[config.mk]
export PLATFORM = sky130hd
export DESIGN_NAME = cmd_packetizer
export DESIGN_NICKNAME = d
export VERILOG_FILES = /design/src/rtl/cmd_packetizer.sv
export SDC_FILE = /design/constraint.sdc
export NUM_CORES = 1
export LEC_CHECK = 0
export CAP_MARGIN = 20
export CORE_MARGIN = 10
export CORE_UTILIZATION = 45
export DETAILED_ROUTE_END_ITERATION = 6
export PLACE_DENSITY_LB_ADDON = 0.12
export SYNTH_ARGS = -nofsm -noshare
export SYNTH_HDL_FRONTEND = slang
export SYNTH_SLANG_ARGS = --single-unit
[constraint.sdc]
create_clock -name clk -period 2.8 [get_ports clk]
set_input_delay 0.42 -clock clk [delete_from_list [all_inputs] [get_ports clk]]
set_output_delay 0.42 -clock clk [all_outputs]
set_load 0.02 [all_outputs]
[src/rtl/cmd_packetizer.sv]
`default_nettype none
// +-------------------------------------------------------------------------+
// | cmd_packetizer: serializes opcode + payload into a byte stream w/ gap   |
// | Revision: 1.0                                                           |
// +-------------------------------------------------------------------------+
module cmd_packetizer #(
  parameter int NUM_PKT_SOFT_RST  = 2,
  parameter int NUM_PKT_RECT_FILL = 12,
  parameter int NUM_PKT_LINE_DRAW = 12,
  parameter int GAP_CYCLES        = 2
) (
  input  logic         clk,
  input  logic         rst_,
  input  logic [7:0]   cmd_in,
  input  logic [127:0] cmd_data_in,
  input  logic         cmd_valid,
  output logic         cmd_ready,
  output logic         out_rts,
  input  logic         out_rtr,
  output logic [7:0]   out_data,
  output logic         busy,
  output logic         cmd_done,
  output logic         cmd_err
);

  typedef enum logic [1:0] {
    S_IDLE    = 2'd0,
    S_HEADER  = 2'd1,
    S_PAYLOAD = 2'd2,
    S_GAP     = 2'd3
  } state_t;

  // Payload index of the final byte for each supported opcode (N - 2).
  localparam logic [3:0] C_LAST_SOFT_RST  = 4'(NUM_PKT_SOFT_RST - 2);
  localparam logic [3:0] C_LAST_RECT_FILL = 4'(NUM_PKT_RECT_FILL - 2);
  localparam logic [3:0] C_LAST_LINE_DRAW = 4'(NUM_PKT_LINE_DRAW - 2);
  localparam int         C_GAP_W          = (GAP_CYCLES > 1) ? $clog2(GAP_CYCLES) : 1;
  localparam logic [C_GAP_W-1:0] C_GAP_LOAD = C_GAP_W'(GAP_CYCLES - 1);

  state_t               state_q,    state_d;
  logic [7:0]           opcode_q,   opcode_d;
  logic [127:0]         data_q,     data_d;
  logic [3:0]           idx_q,      idx_d;
  logic [3:0]           last_q,     last_d;
  logic [C_GAP_W-1:0]   gap_cnt_q,  gap_cnt_d;
  logic                 cmd_done_q, cmd_done_d;
  logic                 cmd_err_q,  cmd_err_d;

  logic                 w_supported;
  logic [3:0]           w_last;
  logic                 w_xfc;

  always_comb begin
    w_supported = 1'b1;
    w_last      = 4'd0;
    case (cmd_in)
      8'h00:   w_last = C_LAST_SOFT_RST;
      8'h03:   w_last = C_LAST_RECT_FILL;
      8'h04:   w_last = C_LAST_LINE_DRAW;
      default: w_supported = 1'b0;
    endcase
  end

  // Byte outputs depend only on flops, so out_rtr never reaches out_rts.
  always_comb begin
    out_rts  = 1'b0;
    out_data = 8'h00;
    case (state_q)
      S_HEADER: begin
        out_rts  = 1'b1;
        out_data = opcode_q;
      end
      S_PAYLOAD: begin
        out_rts  = 1'b1;
        out_data = data_q[{idx_q, 3'b000} +: 8];
      end
      default: ;
    endcase
  end

  assign w_xfc     = out_rts & out_rtr;
  assign cmd_ready = (state_q == S_IDLE);
  assign busy      = (state_q != S_IDLE);
  assign cmd_done  = cmd_done_q;
  assign cmd_err   = cmd_err_q;

  always_comb begin
    state_d    = state_q;
    opcode_d   = opcode_q;
    data_d     = data_q;
    idx_d      = idx_q;
    last_d     = last_q;
    gap_cnt_d  = gap_cnt_q;
    cmd_done_d = 1'b0;
    cmd_err_d  = 1'b0;
    case (state_q)
      S_IDLE: begin
        if (cmd_valid) begin
          if (w_supported) begin
            opcode_d = cmd_in;
            data_d   = cmd_data_in;
            last_d   = w_last;
            state_d  = S_HEADER;
          end else begin
            cmd_err_d = 1'b1;
          end
        end
      end
      S_HEADER: begin
        if (w_xfc) begin
          idx_d   = 4'd0;
          state_d = S_PAYLOAD;
        end
      end
      S_PAYLOAD: begin
        if (w_xfc) begin
          if (idx_q == last_q) begin
            gap_cnt_d  = C_GAP_LOAD;
            cmd_done_d = 1'b1;
            state_d    = S_GAP;
          end else begin
            idx_d = idx_q + 4'd1;
          end
        end
      end
      S_GAP: begin
        if (gap_cnt_q == '0) begin
          state_d = S_IDLE;
        end else begin
          gap_cnt_d = gap_cnt_q - 1'b1;
        end
      end
      default: state_d = S_IDLE;
    endcase
  end

  always_ff @(posedge clk or negedge rst_) begin
    if (!rst_) begin
      state_q    <= S_IDLE;
      opcode_q   <= 8'h00;
      data_q     <= '0;
      idx_q      <= 4'd0;
      last_q     <= 4'd0;
      gap_cnt_q  <= '0;
      cmd_done_q <= 1'b0;
      cmd_err_q  <= 1'b0;
    end else begin
      state_q    <= state_d;
      opcode_q   <= opcode_d;
      data_q     <= data_d;
      idx_q      <= idx_d;
      last_q     <= last_d;
      gap_cnt_q  <= gap_cnt_d;
      cmd_done_q <= cmd_done_d;
      cmd_err_q  <= cmd_err_d;
    end
  end

endmodule
`default_nettype wire
# After elaboration in Yosys (flattened, before gate mapping)
# Cells that the tools add are included.
[op_classes] n_addsub=2 n_eq_ne=13 n_shift=1 muxes=25 bitwise=1 n_reduce_logical=12
[ops] op="indexed part select 128 x 8 -> 8 bit" count=1
[ops] op="two-way mux 4 bit" count=4
[ops] op="case mux 8 bit (2 select lines)" count=1
[ops] op="two-way mux 2 bit" count=6
[ops] op="inequality test 2 bit (second input constant)" count=6
[ops] op="two-way mux 1 bit" count=11
[ops] op="== test 8 x 2 -> 1 bit (second input constant)" count=1
[ops] op="== test 8 x 3 -> 1 bit (second input constant)" count=1
[ops] op="logical NOT 8 bit" count=1
[ops] op="case mux 2 bit (4 select lines)" count=1
[ops] op="case mux 4 bit (2 select lines)" count=1
[ops] op="AND reduction 3 bit" count=2
[ops] op="AND reduction 6 bit" count=1
[ops] op="nonzero test 2 bit" count=3
[ops] op="adder 4 x 1 -> 4 bit (second input constant)" count=1
[ops] op="== test 2 bit (second input constant)" count=2
[ops] op="== test 4 bit" count=1
[ops] op="AND reduction 4 bit" count=1
[ops] op="OR reduction 2 bit" count=2
[ops] op="OR reduction 3 bit" count=1
[ops] op="== test 2 x 1 -> 1 bit (second input constant)" count=1
[ops] op="logical NOT 2 bit" count=1
[ops] op="inequality test 2 x 1 -> 1 bit (second input constant)" count=1
[ops] op="case mux 1 bit (2 select lines)" count=1
[ops] op="2 further kinds" count=2
[totals] ff_bits=149 in_bits=140 out_inout_bits=13 word_cells=62

# Logic depth before layout (Yosys ltp)
[depth] depth_word=6 ltp_mapped=8 mapped_depth_nobuf=6

# Worst setup path before layout
# Ideal clock, no wire load.
[synth_timing] kind="register to output" start="register idx_q[0]" end="output port out_data[1]" arrival_ns=1.740 required_time_ns=2.380 setup_slack_ns=0.640 path_stages_with_launch=7 cell_sequence="dfrtp_1 buf_4 buf_2 mux2_2 o22ai_1 nor3_1 a221o_1"
[synth_via] elab_chain_cells=2
[synth_lines] item="from (decl)" line="43" source="logic [3:0] idx_q, idx_d;"
[synth_lines] item="from (signal assigned)" line="151" source="idx_q <= idx_d;"
[synth_lines] item="indexed part select 128 x 8 -> 8 bit" line="75" source="out_data = data_q[{idx_q, 3'b000} +: 8];"
[synth_lines] item="case mux 8 bit (2 select lines)" line="68" source="case (state_q)"
[synth_lines] item="to (decl)" line="20" source="output logic [7:0] out_data,"
# No other way between the ends.

# Final worst setup path
[layout_timing] start="register idx_q[0]" end="output port out_data[7]"
# Same word-level chain as after synthesis.

==> flow_metrics.env <==
export IMPL_drive_gt1_share_pct=36.9
export IMPL_nets=786
export IMPL_antenna_found_initial=0
export IMPL_hold_violations=0
export IMPL_clock_sinks=146
export IMPL_clk_latency_ns=0.42
export IMPL_arrival_ns=2.41
export IMPL_gp_congestion=0.781
export IMPL_synth_avg_cell_area_sq_um=14.2
export IMPL_violations="negative setup slack"
export IMPL_period_needed_ns=2.83
export IMPL_fin_area_sq_mm=0.00941
export IMPL_relSlewSlack_pct=39.8
export IMPL_dpl_cell_area_sq_mm=0.00862
export IMPL_netlist_instances=477
export IMPL_post_route_period_util_pct=101
export IMPL_wirelength_microns=17800
export IMPL_r2r_setup_slack_ns=0.73
export IMPL_max_cap_viol_count=0
export IMPL_cp_max_fo=7
export IMPL_grt_max_degree=97
export IMPL_tritoncts="built"
export IMPL_p_leak_nw=4.38
export IMPL_cp_slowest_cell="mux4_2"
export IMPL_path_class="register to output pin"
export IMPL_drt_antenna_violating_nets=0
export IMPL_cts_buffers=17
export IMPL_startpoint_type="register"
export IMPL_required_ns=2.38
export IMPL_timing_fmax_mhz=354
export IMPL_finClkSkew_ns=0.00570
export IMPL_grt_overflow_total=0
export IMPL_reg2reg_depth=6
export IMPL_cp_end_kind="output pin"
export IMPL_slowest_delay_ns=0.54
export IMPL_timing_rr_end="idx_q[2]"
export IMPL_cp_num_buf_inv=2
export IMPL_path_cells="buf_12 > mux4_2 > mux2_2 > a221o_1 > buf_6"
export IMPL_ys_types=39
export IMPL_grtUsageTotal_pct=17.8
export IMPL_power_density_mw_per_mm2=743
export IMPL_finalSetupViolCount=2
export IMPL_drt_iter0_drc=262
export IMPL_core_sq_mm=0.0146
export IMPL_die_w_microns=143
export IMPL_port_buffers=152
export IMPL_fin_hold_ws_ns=0.113
export IMPL_ys_seq_elements=146
export IMPL_start_util_pct=46.2
export IMPL_multi_input_area_sq_mm=0.00304
export IMPL_ir_drop_mv=0.518
export IMPL_die_area_sq_mm=0.0204
export IMPL_die_h_microns=143
export IMPL_synthToLayoutAreaGrowth_pct=38.9
export IMPL_post_drt_via_cell_ratio=5.39
export IMPL_drcViolationCount=0
export IMPL_fin_ws_ns=-0.0285
export IMPL_outcome="finished with violations"
export IMPL_worstMarginPinSlew_ns=0.903
export IMPL_first_pass_iters=4
export IMPL_ys_seq_area_share_pct=54.0
export IMPL_dpl_hpwl_microns=12900
export IMPL_syn_num_nets=622
export IMPL_nFillCells=1082
export IMPL_vias=4515
export IMPL_drv_slew=0
export IMPL_crit_family="multiplexers"
export IMPL_synth_area_sq_mm=0.00677
export IMPL_grt_pass1_vias=5066
export IMPL_rsz0062_at_grt="true"
export IMPL_ios=153
export IMPL_n_antenna_cell=0
export IMPL_cts_max_level=4
export IMPL_grt_pass1_wl_microns=28100
export IMPL_root_buffer="clkbuf_16"
export IMPL_hp_class="input pin to async pin"
export IMPL_clockBufferDepth=2
export IMPL_cts_hold_buf=0
export IMPL_register_area_sq_mm=0.00366
export IMPL_worst_r2r_startpoint="state_q[0]"
export IMPL_ys_warn_count=0
export IMPL_drt_wirelength_per_cell_microns=21.2
export IMPL_num_rows=44
export IMPL_clkTransAtPathRegs_ns=0.06
## metrics by stage
step / setup TNS (ns) / util (%) / setup WS [ns] / total power, mW / cells
after floorplan: 0 / - / 0.640 / 3.66 / 477
after global placement: 0 / 58.9 / 0.0437 / 4.41 / 799
after detailed placement: -0.0657 / 58.9 / -0.0401 / 4.46 / 799
after CTS: -0.228 / 63.7 / -0.0732 / 6.95 / 833
after global routing: -0.496 / 64.2 / -0.0868 / 7.31 / 838
final: -0.0466 / 64.2 / -0.0285 / 6.99 / 838
## state kept, by name, indices dropped and copies added, names as in the netlist
| signal | cells |
|---|---|
| data_q | 128 |
| opcode_q | 8 |
| idx_q | 4 |
| cmd_err | 1 |
| last_q | 1 |
| cmd_done | 1 |
| gap_cnt_q | 1 |
| state_q | 2 |
## power breakdown
part / internal [mW] / switching [mW] / total, mW
registers: 2.38 / 0.185 / 2.56
clock network: 1.41 / 0.925 / 2.34
logic: 1.13 / 0.957 / 2.09
total: 4.92 / 2.07 / 6.99
## logic make-up (layout without fill, tap and decap cells)
logic type	after synthesis	after routing	share of synthesized area, %
compound gates	49	49	5.75
fa+ha+maj	5	5	0.924
buf+inv	37	214	2.59
flops	146	146	54.0
mux	174	174	31.5
simple gates	66	66	5.32
## synth_stat cells
| cell type | n | area share [%] |
|---|---|---|
| and3b_1 | 2 | 0.26 |
| o32a_1 | 1 | 0.15 |
| o21a_1 | 1 | 0.11 |
| a211oi_1 | 8 | 0.89 |
| nor3_1 | 7 | 0.52 |
| o2111ai_1 | 3 | 0.39 |
| o211ai_1 | 3 | 0.33 |
| nand2b_1 | 4 | 0.37 |
| ha_1 | 5 | 0.92 |
| inv_1 | 6 | 0.33 |
| o2bb2ai_1 | 1 | 0.13 |
| nand2_1 | 7 | 0.39 |
| nor2_1 | 12 | 0.67 |
| a31oi_1 | 1 | 0.092 |
| o21ai_1 | 1 | 0.074 |
| mux2i_1 | 7 | 1.0 |
| a221o_1 | 8 | 1.2 |
| mux2_2 | 145 | 24 |
| and2_1 | 8 | 0.74 |
| nor2b_1 | 17 | 1.6 |
| a21oi_1 | 1 | 0.074 |
| a32o_1 | 1 | 0.15 |
| clkbuf_2 | 1 | 0.074 |
| nand3_1 | 4 | 0.30 |
| mux2_1 | 6 | 1.0 |
| and3_1 | 2 | 0.18 |
| mux4_2 | 16 | 5.3 |
| nor3_2 | 1 | 0.15 |
| buf_4 | 2 | 0.22 |
| o22ai_1 | 8 | 0.74 |
| a311oi_1 | 1 | 0.13 |
| nor4_1 | 2 | 0.18 |
| dfrtp_1 | 146 | 54 |
| a221oi_1 | 1 | 0.13 |
| clkbuf_1 | 5 | 0.28 |
| o21ai_0 | 2 | 0.15 |
| buf_1 | 1 | 0.055 |
| buf_2 | 22 | 1.6 |
| a2111oi_0 | 8 | 1.0 |
## placed cells by master (no fill, tap or decap), types with 4 or more instances in the layout
cell	synthesis	final
a221o_1	8	8
a2111oi_0	8	6
clkbuf_16	0	18
inv_6	0	4
buf_12	0	8
nor2b_1	17	17
a211oi_1	8	8
mux4_2	16	16
dfrtp_1	146	145
nand3_1	4	4
buf_6	0	7
nand2_1	7	6
mux2_1	6	6
inv_1	6	6
clkinvlp_4	0	4
o22ai_2	0	4
ha_1	5	5
mux2i_1	7	5
and2_1	8	8
clkdlybuf4s50_1	0	143
buf_4	2	12
mux2_2	145	145
nand2b_1	4	4
nor3_1	7	7
nor2_1	12	10
## layer usage
| metal | vias up | part of all wire [%] | track usage, % |
|---|---|---|---|
| li1 | 2119 | - | - |
| met1 | 2279 | 45 | 22.7 |
| met2 | 108 | 49 | 28.6 |
| met3 | 9 | 5.5 | 5.77 |
| met4 | 0 | 0.69 | 4.99 |
| met5 | - | 0 | 0 |
## final cells by class
class                      instances  area share [%]
clock buffer                      17            4.52
clock inverter                    15            1.93
inverter                           6           0.239
timing repair buffer             176            19.7
tap                              184            2.45
sequential                       146            38.9
multi-input combinational        294            32.3
## timing repair
item | CTS | global route
pin swaps | 0 | 2
resized for setup | 42 | 19
gates cloned | 2 | 1
setup buffers | 0 | 4
setup endpoints to repair | 8 | 8
hold endpoints to repair | 0 | 0
## how the worst max path moves through the flow
| stage | startpoint | endpoint | slack [ns] | cells past startpoint |
|---|---|---|---|---|
| after detailed placement | state_q[0] | out_data[1] | -0.04 | 6 |
| after floorplan | idx_q[0] | out_data[1] | 0.64 | 6 |
| after CTS | idx_q[0] | out_data[3] | -0.07 | 6 |
| after global placement | state_q[0] | out_data[1] | 0.04 | 6 |
| final | idx_q[0] | out_data[7] | -0.03 | 5 |
| after global routing | idx_q[0] | out_data[7] | -0.09 | 5 |
Note: power is estimated with default switching activity, not from simulation.
